[src/rtl/fp_add_share_arbiter.sv]
// Round-robin share of one combinational FP32 adder among N_REQ requesters.
// The winner's sum is captured in a one-deep response slot tagged with its ID.
module fp_add_share_arbiter #(
  parameter int N_REQ = 4,
  parameter int ID_W  = 2,
  parameter int CNT_W = 16
) (
  input  logic                  clk,
  input  logic                  rst_n,
  input  logic [N_REQ-1:0]      req_valid,
  input  logic [N_REQ*32-1:0]   req_op1,
  input  logic [N_REQ*32-1:0]   req_op2,
  output logic [N_REQ-1:0]      req_ready,
  output logic [31:0]           add_op1,
  output logic [31:0]           add_op2,
  input  logic [31:0]           add_result,
  output logic                  rsp_valid,
  input  logic                  rsp_ready,
  output logic [ID_W-1:0]       rsp_id,
  output logic [31:0]           rsp_data,
  output logic [CNT_W-1:0]      op_count
);

  typedef enum logic {EMPTY = 1'b0, FULL = 1'b1} state_e;

  state_e            state_q, state_d;
  logic [31:0]       rsp_data_q, rsp_data_d;
  logic [ID_W-1:0]   rsp_id_q, rsp_id_d;
  logic [ID_W-1:0]   rr_ptr_q, rr_ptr_d;
  logic [CNT_W-1:0]  op_count_q, op_count_d;

  logic              found;
  logic [ID_W-1:0]   win;
  logic [ID_W-1:0]   cand;
  logic              can_issue;
  logic              accept;

  // Search starts at rr_ptr and wraps; first valid requester wins.
  always_comb begin
    found = 1'b0;
    win   = '0;
    cand  = '0;
    for (int k = 0; k < N_REQ; k++) begin
      cand = ID_W'((int'(rr_ptr_q) + k) % N_REQ);
      if (!found && req_valid[cand]) begin
        found = 1'b1;
        win   = cand;
      end
    end
  end

  always_comb begin
    add_op1 = 32'h0;
    add_op2 = 32'h0;
    for (int i = 0; i < N_REQ; i++) begin
      if (found && (win == ID_W'(i))) begin
        add_op1 = req_op1[32*i +: 32];
        add_op2 = req_op2[32*i +: 32];
      end
    end
  end

  // The slot can take a new result when empty or being drained this cycle.
  assign can_issue = (state_q == EMPTY) || rsp_ready;
  assign accept    = found && can_issue;
  assign req_ready = accept ? (N_REQ'(1) << win) : '0;

  always_comb begin
    state_d    = state_q;
    rsp_data_d = rsp_data_q;
    rsp_id_d   = rsp_id_q;
    rr_ptr_d   = rr_ptr_q;
    op_count_d = op_count_q;
    if (accept) begin
      state_d    = FULL;
      rsp_data_d = add_result;
      rsp_id_d   = win;
      rr_ptr_d   = (win == ID_W'(N_REQ - 1)) ? '0 : win + ID_W'(1);
      op_count_d = op_count_q + CNT_W'(1);
    end else if ((state_q == FULL) && rsp_ready) begin
      state_d = EMPTY;
    end
  end

  always_ff @(posedge clk or negedge rst_n) begin
    if (!rst_n) begin
      state_q    <= EMPTY;
      rsp_data_q <= 32'h0;
      rsp_id_q   <= '0;
      rr_ptr_q   <= '0;
      op_count_q <= '0;
    end else begin
      state_q    <= state_d;
      rsp_data_q <= rsp_data_d;
      rsp_id_q   <= rsp_id_d;
      rr_ptr_q   <= rr_ptr_d;
      op_count_q <= op_count_d;
    end
  end

  assign rsp_valid = (state_q == FULL);
  assign rsp_id    = rsp_id_q;
  assign rsp_data  = rsp_data_q;
  assign op_count  = op_count_q;

endmodule

[config.mk]
export PLATFORM = sky130hd
export DESIGN_NAME = fp_add_share_arbiter
export DESIGN_NICKNAME = d
export VERILOG_FILES = /design/src/rtl/fp_add_share_arbiter.sv
export SDC_FILE = /design/constraint.sdc
export NUM_CORES = 1
export LEC_CHECK = 0
export ABC_AREA = 0
export BUFFER_PORTS_ARGS = -buffer_cell sky130_fd_sc_hd__buf_2
export CORE_AREA = 10 10 154 156
export DETAILED_ROUTE_END_ITERATION = 8
export DIE_AREA = 0 0 164 166
export GPL_TIMING_DRIVEN = 0
export HOLD_SLACK_MARGIN = 0.15
export MAX_ROUTING_LAYER = met4
export SLEW_MARGIN = 5
export SYNTH_ARGS = -nofsm -noshare
export SYNTH_HDL_FRONTEND = slang
export SYNTH_SLANG_ARGS = --single-unit
[constraint.sdc]
create_clock -name clk -period 5.7 [get_ports clk]
set_clock_uncertainty 0.1 [all_clocks]
set_input_delay 1.14 -clock clk [delete_from_list [all_inputs] [get_ports clk]]
set_output_delay 1.14 -clock clk [all_outputs]
set_load 0.02 [all_outputs]
**Word level (Yosys, flattened, before mapping)**

Cells that the tools add are included.

- Flip-flop bits (word level): 53
- Word-level logic and storage cells: 62
- Output and inout bits: 119
- Input bits: 295

- Shifts and indexed selects: 1
- Eq/ne operators: 3
- $lt $le $gt $ge: 4
- Reductions and logical operators: 15
- Mux-type cells: 28
- Add/subtract/negate cells: 5
- Bitwise logic cells: 1

Operators by type and width:

| operator | count |
|---|---|
| 32-bit two-way mux | 8 |
| 16-bit by 1-bit adder with 16-bit output (second input constant) | 1 |
| 2-bit by 3-bit < comparator with 1-bit output (second input constant) | 4 |
| 1-bit two-way mux | 10 |
| 2-bit two-way mux | 5 |
| 1-bit logical AND | 9 |
| 1-bit binary-select mux with 2-bit select | 4 |
| 2-bit by 1-bit adder with 2-bit output (second input constant) | 2 |
| 2-bit adder (second input constant) | 2 |
| 2-bit equality test (second input constant) | 2 |
| 4-bit two-way mux | 1 |
| 1-bit by 2-bit left shift with 4-bit output (first input constant) | 1 |
| 1-bit zero test | 3 |
| 2-bit by 1-bit equality test with 1-bit output (second input constant) | 1 |
| 2-bit zero test | 1 |
| 2-bit nonzero test | 1 |
| 1-bit logical OR | 1 |
| 1-bit NOT | 1 |

**Depth between registers and ports, before layout**

Gate-level depths: netlist of run 1.

- Word-level depth: 18
- Mapped depth: 11
- Mapped depth without buffers: 9

**Worst setup path after synthesis of run 1**

No wires, ideal clock.

- Kind: input port to output port
- From: input port req_valid[2]
- To: output port add_op2[1]
- Setup slack: 1.415 ns
- Stages: 11
- Buffers on the path: 2
- Data required time: 4.460 ns
- Data arrival time: 3.045 ns
- Path through: mux2i_1 -> nor2_1 -> nor3_1 -> inv_1 -> ha_1 -> nor2b_1 -> clkbuf_1 -> clkbuf_1 -> a221oi_1 -> a21oi_1 -> a22o_2

- Cells in the longest elaborated chain, start to end: 18
- Elaborated cells on any way between the ends: 34
- Classes of those cells: eq/ne (3); mux (20); reduce/logical (11)

RTL lines:

| element | line | RTL |
|---|---|---|
| from (decl) | 10 | `input logic [N_REQ-1:0] req_valid,` |
| 1-bit binary-select mux with 2-bit select | 45 | `if (!found && req_valid[cand]) begin` |
| 1-bit two-way mux (not written as such) | 45 |  |
| 1-bit two-way mux | 45 |  |
| 1-bit zero test | 45 |  |
| 1-bit logical AND | 45 |  |
| 1-bit two-way mux | 45 |  |
| 1-bit zero test | 45 |  |
| 1-bit logical AND | 45 |  |
| 1-bit two-way mux | 45 |  |
| 1-bit zero test | 45 |  |
| 1-bit logical AND | 45 |  |
| 2-bit two-way mux (*) | 45 |  |
| net win[0] | 33 | `logic [ID_W-1:0] win;` |
| 2-bit zero test | 56 | `if (found && (win == ID_W'(i))) begin` |
| 1-bit logical AND | 56 |  |
| 32-bit two-way mux (3 in a row) | 56 |  |
| 32-bit two-way mux (*) | 56 |  |
| to (decl) | 15 | `output logic [31:0] add_op2,` |

The timed path passes the listed nets; every way through them passes the cells marked *. The select of a mux whose other input is x is not followed.

**Worst setup path in the final report of run 1**

- From: input port req_valid[2]
- To: output port add_op1[6]

- Cells in the longest elaborated chain, start to end: 18
- Elaborated cells on any way between the ends: 34
- Classes of those cells: eq/ne (3); mux (20); reduce/logical (11)

RTL lines:

| element | line | RTL |
|---|---|---|
| 1-bit binary-select mux with 2-bit select | 45 |  |
| 1-bit two-way mux (not written as such) | 45 |  |
| 1-bit two-way mux | 45 |  |
| 1-bit zero test | 45 |  |
| 1-bit logical AND | 45 |  |
| 1-bit two-way mux | 45 |  |
| 1-bit zero test | 45 |  |
| 1-bit logical AND | 45 |  |
| 1-bit two-way mux | 45 |  |
| 1-bit zero test | 45 |  |
| 1-bit logical AND | 45 |  |
| 2-bit two-way mux (*) | 45 |  |
| net win[0] | 33 |  |
| 2-bit zero test | 56 |  |
| 1-bit logical AND | 56 |  |
| 32-bit two-way mux (3 in a row) | 56 |  |
| 32-bit two-way mux (*) | 56 |  |
| to (decl) | 14 | `output logic [31:0] add_op1,` |

Marks and branches as above.

==> results of run 1 <==
## metrics by stage
stage	area, sq um	utilization	power (W)
floorplan	4240	-	0.00172
global placement	6660	0.322	0.00245
detailed placement	6660	0.322	0.00246
CTS	6830	0.330	0.00283
global route	6850	0.331	0.00299
finish	6850	0.331	0.00281
## final cells by class
cell class	count	area [sq um]	share of cell area
clock inverters	2	37.5	0.00548
multi-input cells	370	2400	0.351
clock buffers	6	139	0.0203
repair buffers	413	2070	0.302
plain buffers	49	264	0.0385
flip-flops and latches	53	1330	0.194
inverters	67	251	0.0367
diodes	6	15.0	0.00219
well taps	275	344	0.0502
## cells by family after synthesis
kind of cell,count (synthesis),synth area share
compound gates,198,0.364
simple gates,150,0.151
buf+inv,116,0.121
flops,53,0.312
xor+xnor,15,0.0310
fa+ha+maj,5,0.0147
mux,2,0.00501
## sequential cells by signal (all words and copies together) (netlist names)
register   count
rsp_data      32
rr_ptr_q       2
rsp_id         2
op_count      16
rsp_valid      1
## synthesized netlist by cell type
| cell | number |
|---|---|
| nand2_1 | 112 |
| a21oi_1 | 67 |
| inv_1 | 67 |
| a221oi_1 | 63 |
| a22o_2 | 56 |
| dfrtp_1 | 53 |
| clkbuf_1 | 35 |
| nor2_1 | 8 |
| xnor2_1 | 8 |
| a22o_1 | 7 |
| xor2_1 | 7 |
| buf_8 | 6 |
| nor3_1 | 6 |
| ha_1 | 5 |
| nand4_1 | 5 |
| and3_2 | 4 |
| buf_2 | 4 |
| nand3_1 | 4 |
| buf_1 | 3 |
| nand2b_1 | 3 |
| nor2b_1 | 2 |
| nor4_1 | 2 |
| a211o_1 | 1 |
| a32o_1 | 1 |
| and2_4 | 1 |
| and3_1 | 1 |
| and4_1 | 1 |
| buf_6 | 1 |
| mux2_2 | 1 |
| mux2i_1 | 1 |
| o21a_1 | 1 |
| o21ai_0 | 1 |
| o22ai_1 | 1 |
| or4_4 | 1 |
## metal layers
| metal | routed length (um) | track usage | up-vias |
|---|---|---|---|
| met5 | 0 | - | - |
| met3 | 2690 | 0.0583 | 34 |
| met2 | 13700 | 0.326 | 308 |
| met1 | 10500 | 0.217 | 2808 |
| li1 | - | - | 2786 |
| met4 | 541 | 0.0501 | 0 |
## worst min path at each step
| stage | cells after the start | to | start |
|---|---|---|---|
| 2_1_floorplan | 2 | rr_ptr_q[0]$_DFFE_PN0P_ | rr_ptr_q[0]$_DFFE_PN0P_ |
| 3_3_place_gp | 2 | rsp_data[31]$_DFFE_PN0P_ | rsp_data[31]$_DFFE_PN0P_ |
| 3_5_place_dp | 2 | rsp_data[12]$_DFFE_PN0P_ | rsp_data[12]$_DFFE_PN0P_ |
| 4_1_cts | 1 | op_count[15]$_DFFE_PN0P_ | op_count[15]$_DFFE_PN0P_ |
| 5_1_grt | 2 | rsp_data[1]$_DFFE_PN0P_ | rsp_data[1]$_DFFE_PN0P_ |
| 6_report | 1 | op_count[15]$_DFFE_PN0P_ | op_count[15]$_DFFE_PN0P_ |
## worst max-delay path: cells and delay by family
kind,cells,cell delay (ps)
multiplexers,1,130
AND/OR/NAND/NOR,3,730
AO/OA/AOI/OAI,3,840
adder cells (fa/ha/maj),1,310
buffers and inverters,5,1010
## power by group
part,internal [W],switching [W],total [W],leakage [nW]
clock network,0.000219,0.000139,0.000359,0.0831
registers,0.000438,0.0000586,0.000496,0.654
logic,0.000737,0.00121,0.00195,3.20
==> results.json, run 1 <==
{
  "run_status": "finished, final reports clean",
  "cts_tree": "built",
  "dp.cells": 1227,
  "dp_slack_ps": 324,
  "critPathMaxStageDelay_ps": 520,
  "cts_root_buf": "clkbuf_16",
  "final_cell_mix": "buf_2, nand2_1, a21oi_1, inv_1, a221oi_1",
  "p_leak_nw": 3.93,
  "dp_hpwl_mm": 23.3,
  "setup_viol": 0,
  "slew_violations": 0,
  "seq_area_frac_synth": 0.313,
  "clock.fmax_mhz": 185,
  "finalCriticalPeriod_ps": 5410,
  "worstSetupEndpoint": "add_op1[6]",
  "maxSlewHeadroom": 0.385,
  "firstDrtPassIters": 5,
  "path_class": "primary input to primary output",
  "cts_resized": 0,
  "required_ps": 4460,
  "start_kind": "primary input",
  "clkLatencyLatePin_ps": 300,
  "dieWidth_um": 164,
  "p_per_area_nw_per_um2": 410,
  "startpoint": "req_valid[2]",
  "drtIter0Drc": 368,
  "synth-seq-cells": 53,
  "syn_area_sq_um": 4240,
  "dieArea_sq_um": 27200,
  "ioPinCount": 414,
  "rr_endpoint": "op_count[15]$_DFFE_PN0P_",
  "cp_cell_sequence": "buf_2, mux2i_1, nor2_1, nor3_1, inv_1, ha_1, nor2b_1, clkbuf_1, clkbuf_1, a221oi_1, a21oi_1, a22o_2, buf_2",
  "ys_types": 34,
  "ys_warn_count": 0,
  "cap_violations": 0,
  "avgRoutedWirePerCell_um": 22.1,
  "layout-drive-gt1-share": 0.516,
  "grt_pass1_wl_mm": 39.5,
  "syn2layout_area_growth_pct": 61.4,
  "die_h_um": 166,
  "coreArea_sq_um": 20700,
  "holdBufCountCts": 0,
  "grt_start_max_net_pins": 54,
  "clockBufferDepth": 2,
  "yosysTopAreaCell": "dfrtp_1",
  "htreeDepth": 2,
  "clkSlewWorstSetupHoldPaths_ps": 70,
  "fillers": 2318,
  "cp-end-kind": "primary output",
  "peakVddDrop_mv": 0.218,
  "cp_slowest_cell": "nor3_1",
  "r2r_setup_slack_ps": 3550,
  "hold_slack_ps": 370,
  "rows": 53,
  "nets": 1259,
  "post-cts-setup-buffers": 0,
  "drcViolationCount": 0,
  "grt-ovfl-total": 0,
  "syn-instance-count": 539,
  "layout_commonest_cell": "buf_2",
  "cp_data_arrival_time_ps": 4170,
  "postRouteWirelength_mm": 27.4,
  "stdcell_count": 1241,
  "clkSinkCount": 53,
  "setup_tns_ps": 0,
  "initial_utilization": 0.205,
  "hold_class": "register to register",
  "place.gp.congestion": 0.984,
  "synthTopCellsByArea": "dfrtp_1, a22o_2, a221oi_1",
  "final_hold_viol_count": 0,
  "ant_nets": 0,
  "crit_fanout": 10,
  "finalWorstSetupSlack_ps": 289,
  "worst_pin_slew_ps": 914,
  "grt_pass1_vias": 6194,
  "syn_area_per_cell_sq_um": 7.87,
  "routed_via_density": 4.78,
  "reg2reg_depth": 4,
  "antenna_found_initial": 7,
  "period_share": 0.949,
  "crit-reg2reg-launch": "op_count[3]$_DFFE_PN0P_",
  "rsz0062_at_grt": "no",
  "dr_total_vias": 5936,
  "port_buffers": 413,
  "synth_top_area_share": 0.313,
  "grt_use_total": 0.193,
  "cts_buffers": 5,
  "syn-num-nets": 839
}
(Power assumes the default switching activity.)
==> run 2, diff against run 1 <==
ABC_AREA = 1   (was 0)
BUFFER_PORTS_ARGS = -buffer_cell sky130_fd_sc_hd__buf_4   (was -buffer_cell sky130_fd_sc_hd__buf_2)
==> run 2 against run 1 <==
Compared with the run above: clock-buffer cell count up 2; core utilization up 13 points; hold slack better by 8.0 ps; area after synthesis up 38%; non-clock buffer count up 31.
==> results.json, run 2 <==
{
  "run_status": "finished, final reports clean",
  "grt_pass1_wl_mm": 48.1,
  "routed_via_density": 4.68,
  "synthTopCellsByArea": "dfrtp_1, nand2_1, nand3_1",
  "period_share": 0.942,
  "final_cell_mix": "buf_4, nand2_1, nand3_1, nor2_1, inv_1",
  "worst_pin_slew_ps": 686,
  "grt_pass1_vias": 8117,
  "path_delay_family": "buffers and inverters",
  "cts_buffers": 5,
  "yosysMostFrequentCell": "nand2_1",
  "dr_total_vias": 8383,
  "clkSlewWorstSetupHoldPaths_ps": 60,
  "maxSlewHeadroom": 0.543,
  "start_kind": "primary input",
  "seq_area_frac_synth": 0.227,
  "clock.fmax_mhz": 186,
  "finalCriticalPeriod_ps": 5370,
  "drtIter0Drc": 607,
  "nets": 1809,
  "setup_viol": 0,
  "ant_nets": 0,
  "syn-instance-count": 1089,
  "clkSinkCount": 53,
  "layout-drive-gt1-share": 0.326,
  "critPathMaxStageDelay_ps": 410,
  "yosysTopAreaCell": "dfrtp_1",
  "place.gp.congestion": 0.958,
  "synth_top_area_share": 0.227,
  "ioPinCount": 414,
  "die_h_um": 166,
  "cap_violations": 0,
  "antenna_found_initial": 6,
  "dr_wl_met2_mm": 16.0,
  "grt_use_total": 0.233,
  "clkLatencyLatePin_ps": 290,
  "final_hold_viol_count": 0,
  "cp_slowest_cell": "clkbuf_1",
  "synth_edf_count": 0,
  "syn_area_sq_um": 5850,
  "top_layer": "met4",
  "fillers": 2302,
  "stdcell_count": 1791,
  "largest_reg_flops": 32,
  "ys_warn_count": 0,
  "synth_common_cells": "nand2_1, nand3_1, nor2_1",
  "syn_area_per_cell_sq_um": 5.37,
  "initial_utilization": 0.283,
  "rows": 53,
  "wl_met1_mm": 12.9,
  "coreArea_sq_um": 20700,
  "dp_hpwl_mm": 27.4,
  "synth-seq-cells": 53,
  "port_buffers": 413,
  "cp-end-kind": "primary output",
  "syn2layout_area_growth_pct": 61.6,
  "avgRoutedWirePerCell_um": 18.3,
  "postRouteWirelength_mm": 32.8,
  "rsz0062_at_grt": "no",
  "cp_cell_sequence": "buf_4, inv_1, nand2_1, nand3_1, nand2_1, nor2_4, nand3_4, buf_4, nand3_1, o21ai_1, inv_1, ha_1, clkbuf_2, clkbuf_1, nand3_1, nand2_1, inv_1, a21oi_1, buf_4",
  "post_dp_cell_area_sq_um": 9300,
  "crit_buf_inv": 8,
  "crit_fanout": 10,
  "setup_tns_ps": 0,
  "layout_commonest_cell": "buf_4",
  "dieArea_sq_um": 27200,
  "firstDrtPassIters": 6,
  "hold_class": "register to register",
  "synthArstFlopShare": 1.00,
  "dieWidth_um": 164,
  "synth_ff_type": "dfrtp_1",
  "htreeDepth": 2,
  "cp_data_arrival_time_ps": 4130,
  "clockBufferDepth": 2,
  "hold_slack_ps": 378,
  "cts_tree": "built",
  "syn-num-nets": 1389,
  "cts_root_buf": "clkbuf_16",
  "slew_violations": 0,
  "route.met3.wl_mm": 2.90,
  "dp.cells": 1777,
  "ys_types": 28,
  "grt-ovfl-total": 0,
  "fin_area_sq_um": 9460,
  "path_class": "primary input to primary output",
  "grt_start_max_net_pins": 54,
  "required_ps": 4460,
  "drcViolationCount": 0
}
-- run 2: changes by cell type in the layout (fill, tap and decap cells not counted), sizes merged, moves of 2 or more --
| cell | previous run | this run |
|---|---|---|
| inv | 67 | 153 |
| nand3 | 4 | 206 |
| and3 | 5 | 0 |
| a22o | 63 | 0 |
| nor2b | 2 | 0 |
| o21ai | 1 | 6 |
| buf | 427 | 465 |
| clkbuf | 41 | 36 |
| nor4 | 2 | 0 |
| nand2b | 3 | 0 |
| nor2 | 8 | 145 |
| a221oi | 63 | 0 |
| nand2 | 112 | 348 |
| xnor2 | 8 | 4 |
-- run 2: kinds of logic (layout without fill, tap and decap cells) --
group | count (synthesis) | in the layout | share of synthesized area
XOR/XNOR | 11 | 11 | 0.0165
adder cells (fa/ha/maj) | 5 | 5 | 0.0107
flip-flops | 53 | 53 | 0.227
buffers and inverters | 233 | 654 | 0.171
AO/OA/AOI/OAI | 74 | 74 | 0.0641
other | 0 | 6 | 0
AND/OR/NAND/NOR | 713 | 713 | 0.511
-- run 2: metal layers --
metal | vias up | track usage
li1 | 4193 | -
met4 | 0 | 0.0871
met1 | 3815 | 0.260
met5 | - | -
met2 | 332 | 0.386
met3 | 43 | 0.0657
-- run 2: tightest hold or removal path: stages, from the launching register on --
cell	delay, ps
dfrtp_1	340
nand2_1	50
nand2_1	50
-- run 2: through the flow --
stage           util  setup slack, ps
2_1_floorplan      -             1000
3_3_place_gp   0.449              128
3_5_place_dp   0.449             99.6
4_1_cts        0.456             83.8
5_1_grt        0.457             16.6
6_report       0.457              328
-- run 2: path summary, 6_finish.rpt --
kind | start | slack (ps) | cells after the start | endpoint
min in group asynchronous | rst_n | 790 | 1 | rsp_data[14]$_DFFE_PN0P_
worst max register to register | rr_ptr_q[0]$_DFFE_PN0P_ | 3280 | 13 | rr_ptr_q[1]$_DFFE_PN0P_
worst max-delay path | req_valid[3] | 330 | 19 | add_op1[20]
worst min register to register | rsp_data[9]$_DFFE_PN0P_ | 380 | 2 | rsp_data[9]$_DFFE_PN0P_
max in group asynchronous | rst_n | 4260 | 1 | op_count[4]$_DFFE_PN0P_
worst min-delay path | rsp_data[9]$_DFFE_PN0P_ | 380 | 2 | rsp_data[9]$_DFFE_PN0P_
-- run 2: timing repair --
action | 4_1_cts | 5_1_grt
resized for setup | 0 | 12
endpoints found under the setup margin | 0 | 60
hold buffers | 0 | 0
setup buffers | 0 | 0
-- run 2: layout make-up --
cell class | count | area (sq um) | share of cell area
antenna | 6 | 15.0 | 0.00159
tap | 275 | 344 | 0.0364
multi-input combinational | 803 | 3530 | 0.373
sequential | 53 | 1330 | 0.140
buffer | 80 | 432 | 0.0456
inverter | 153 | 577 | 0.0610
clock buffer | 8 | 136 | 0.0144
timing repair buffer | 413 | 3100 | 0.328
Power of run 2 is left out: the tool's default activity adds up to more than one toggle a clock period on the data nets, which glitch-free logic cannot reach.
==> run 3, diff against run 2 <==
CORE_AREA = 10 10 152 154   (was 10 10 154 156)
DIE_AREA = 0 0 162 164   (was 0 0 164 166)
==> run 3 against run 2 <==
Compared with the run above: sequential share of layout area hardly changed; flip-flop and latch count stayed put; die area is 2.4% lower; register-to-register slack better by 20 ps; largest cell class unchanged.
==> results.json, run 3 (synthesized netlist as in run 2, its figures left out) <==
{
  "place.gp.congestion": 0.933,
  "grt_use_total": 0.237,
  "post-cts-setup-buffers": 0,
  "routed_via_density": 4.66,
  "port_buffers": 413,
  "cts_root_buf": "clkbuf_16",
  "period_share": 0.941,
  "required_ps": 4460,
  "grt-ovfl-total": 0,
  "critPathMaxStageDelay_ps": 430,
  "drcViolationCount": 0,
  "cp-end-kind": "primary output",
  "cts_buffers": 5,
  "cp_slowest_cell": "buf_1",
  "drtIter0Drc": 712,
  "cp_cell_sequence": "buf_4, inv_1, nand2_1, nand3_1, nand2_1, nor2_4, nand3_4, buf_4, nand3_1, o21ai_1, inv_1, ha_1, clkbuf_2, buf_1, nand3_1, nand2_1, inv_1, a21oi_1, buf_4",
  "dp_hpwl_mm": 27.4,
  "cp_data_arrival_time_ps": 4120,
  "clkSinkCount": 53,
  "firstDrtPassIters": 5,
  "avgRoutedWirePerCell_um": 18.3,
  "grt_start_max_net_pins": 54,
  "crit_fanout": 10,
  "start_kind": "primary input",
  "finalCriticalPeriod_ps": 5360,
  "die_h_um": 164,
  "cts_resized": 0,
  "clkLatencyLatePin_ps": 290,
  "layout-drive-gt1-share": 0.326,
  "ioPinCount": 414,
  "setup_viol": 0,
  "setup_tns_ps": 0,
  "post_dp_cell_area_sq_um": 9290,
  "cts_tree": "built",
  "fin_util": 0.473,
  "clock.fmax_mhz": 187,
  "ant_nets": 0,
  "clkSlewWorstSetupHoldPaths_ps": 70,
  "dieArea_sq_um": 26600,
  "initial_utilization": 0.292,
  "postRouteWirelength_mm": 32.7,
  "htreeDepth": 2,
  "largest_reg_flops": 32,
  "holdBufCountCts": 0,
  "coreArea_sq_um": 20000,
  "hold_path_depth": 2,
  "fin_area_sq_um": 9490,
  "grt_pass1_wl_mm": 48.1,
  "syn2layout_area_growth_pct": 62.1,
  "slew_violations": 0,
  "rows": 52,
  "path_class": "primary input to primary output",
  "dieWidth_um": 162,
  "cap_violations": 0,
  "worst_pin_slew_ps": 683,
  "dr_total_vias": 8338,
  "layout_commonest_cell": "buf_4",
  "reg2reg_depth": 13,
  "final_hold_viol_count": 0,
  "run_status": "finished, final reports clean",
  "hold_class": "register to register",
  "antenna_found_initial": 10,
  "maxSlewHeadroom": 0.545,
  "clockBufferDepth": 2,
  "nets": 1809,
  "final_cell_mix": "buf_4, nand2_1, nand3_1, nor2_1, inv_1",
  "grt_pass1_vias": 8236
}
## run 3: final cells by class
cell class / count / area, sq um
fill: 2215 / 10600
multi-input combinational: 803 / 3530
timing repair buffer: 413 / 3100
sequential: 53 / 1330
inverter: 153 / 577
buffer: 80 / 429
tap: 270 / 338
clock buffer: 5 / 125
clock inverter: 2 / 35.0
antenna: 11 / 27.5
## run 3: metal layers
metal,vias up,GRT usage,share of wire
met5,-,-,0
met4,0,0.0715,0.022
met3,30,0.0658,0.086
met2,344,0.400,0.49
met1,3762,0.268,0.40
li1,4202,-,-
## run 3: worst paths after layout
| kind | from | to | slack, ps |
|---|---|---|---|
| max | req_valid[3] | add_op2[2] | 340 |
| min | rsp_data[3]$_DFFE_PN0P_ | rsp_data[3]$_DFFE_PN0P_ | 380 |
| max reg2reg | rr_ptr_q[0]$_DFFE_PN0P_ | rr_ptr_q[1]$_DFFE_PN0P_ | 3300 |
| min reg2reg | rsp_data[3]$_DFFE_PN0P_ | rsp_data[3]$_DFFE_PN0P_ | 380 |
| max in group asynchronous | rst_n | op_count[4]$_DFFE_PN0P_ | 4250 |
| min in group asynchronous | rst_n | rsp_data[12]$_DFFE_PN0P_ | 790 |
## run 3: through the flow
stage	instances	hold slack [ps]	setup WS [ps]
2_1_floorplan	1089	480	1000
3_3_place_gp	1772	365	82.5
3_5_place_dp	1772	368	55.1
4_1_cts	1779	390	44.2
5_1_grt	1789	407	-14.7
6_report	1790	383	339
## run 3: critical path: cells and delay by family
family	cells	cell delay (ps)
AOI/OAI and AO/OA	2	360
buffers and inverters	8	1480
and+or+nand+nor	8	970
adders and majority gates	1	170
Power of run 3 is left out for the same reason.
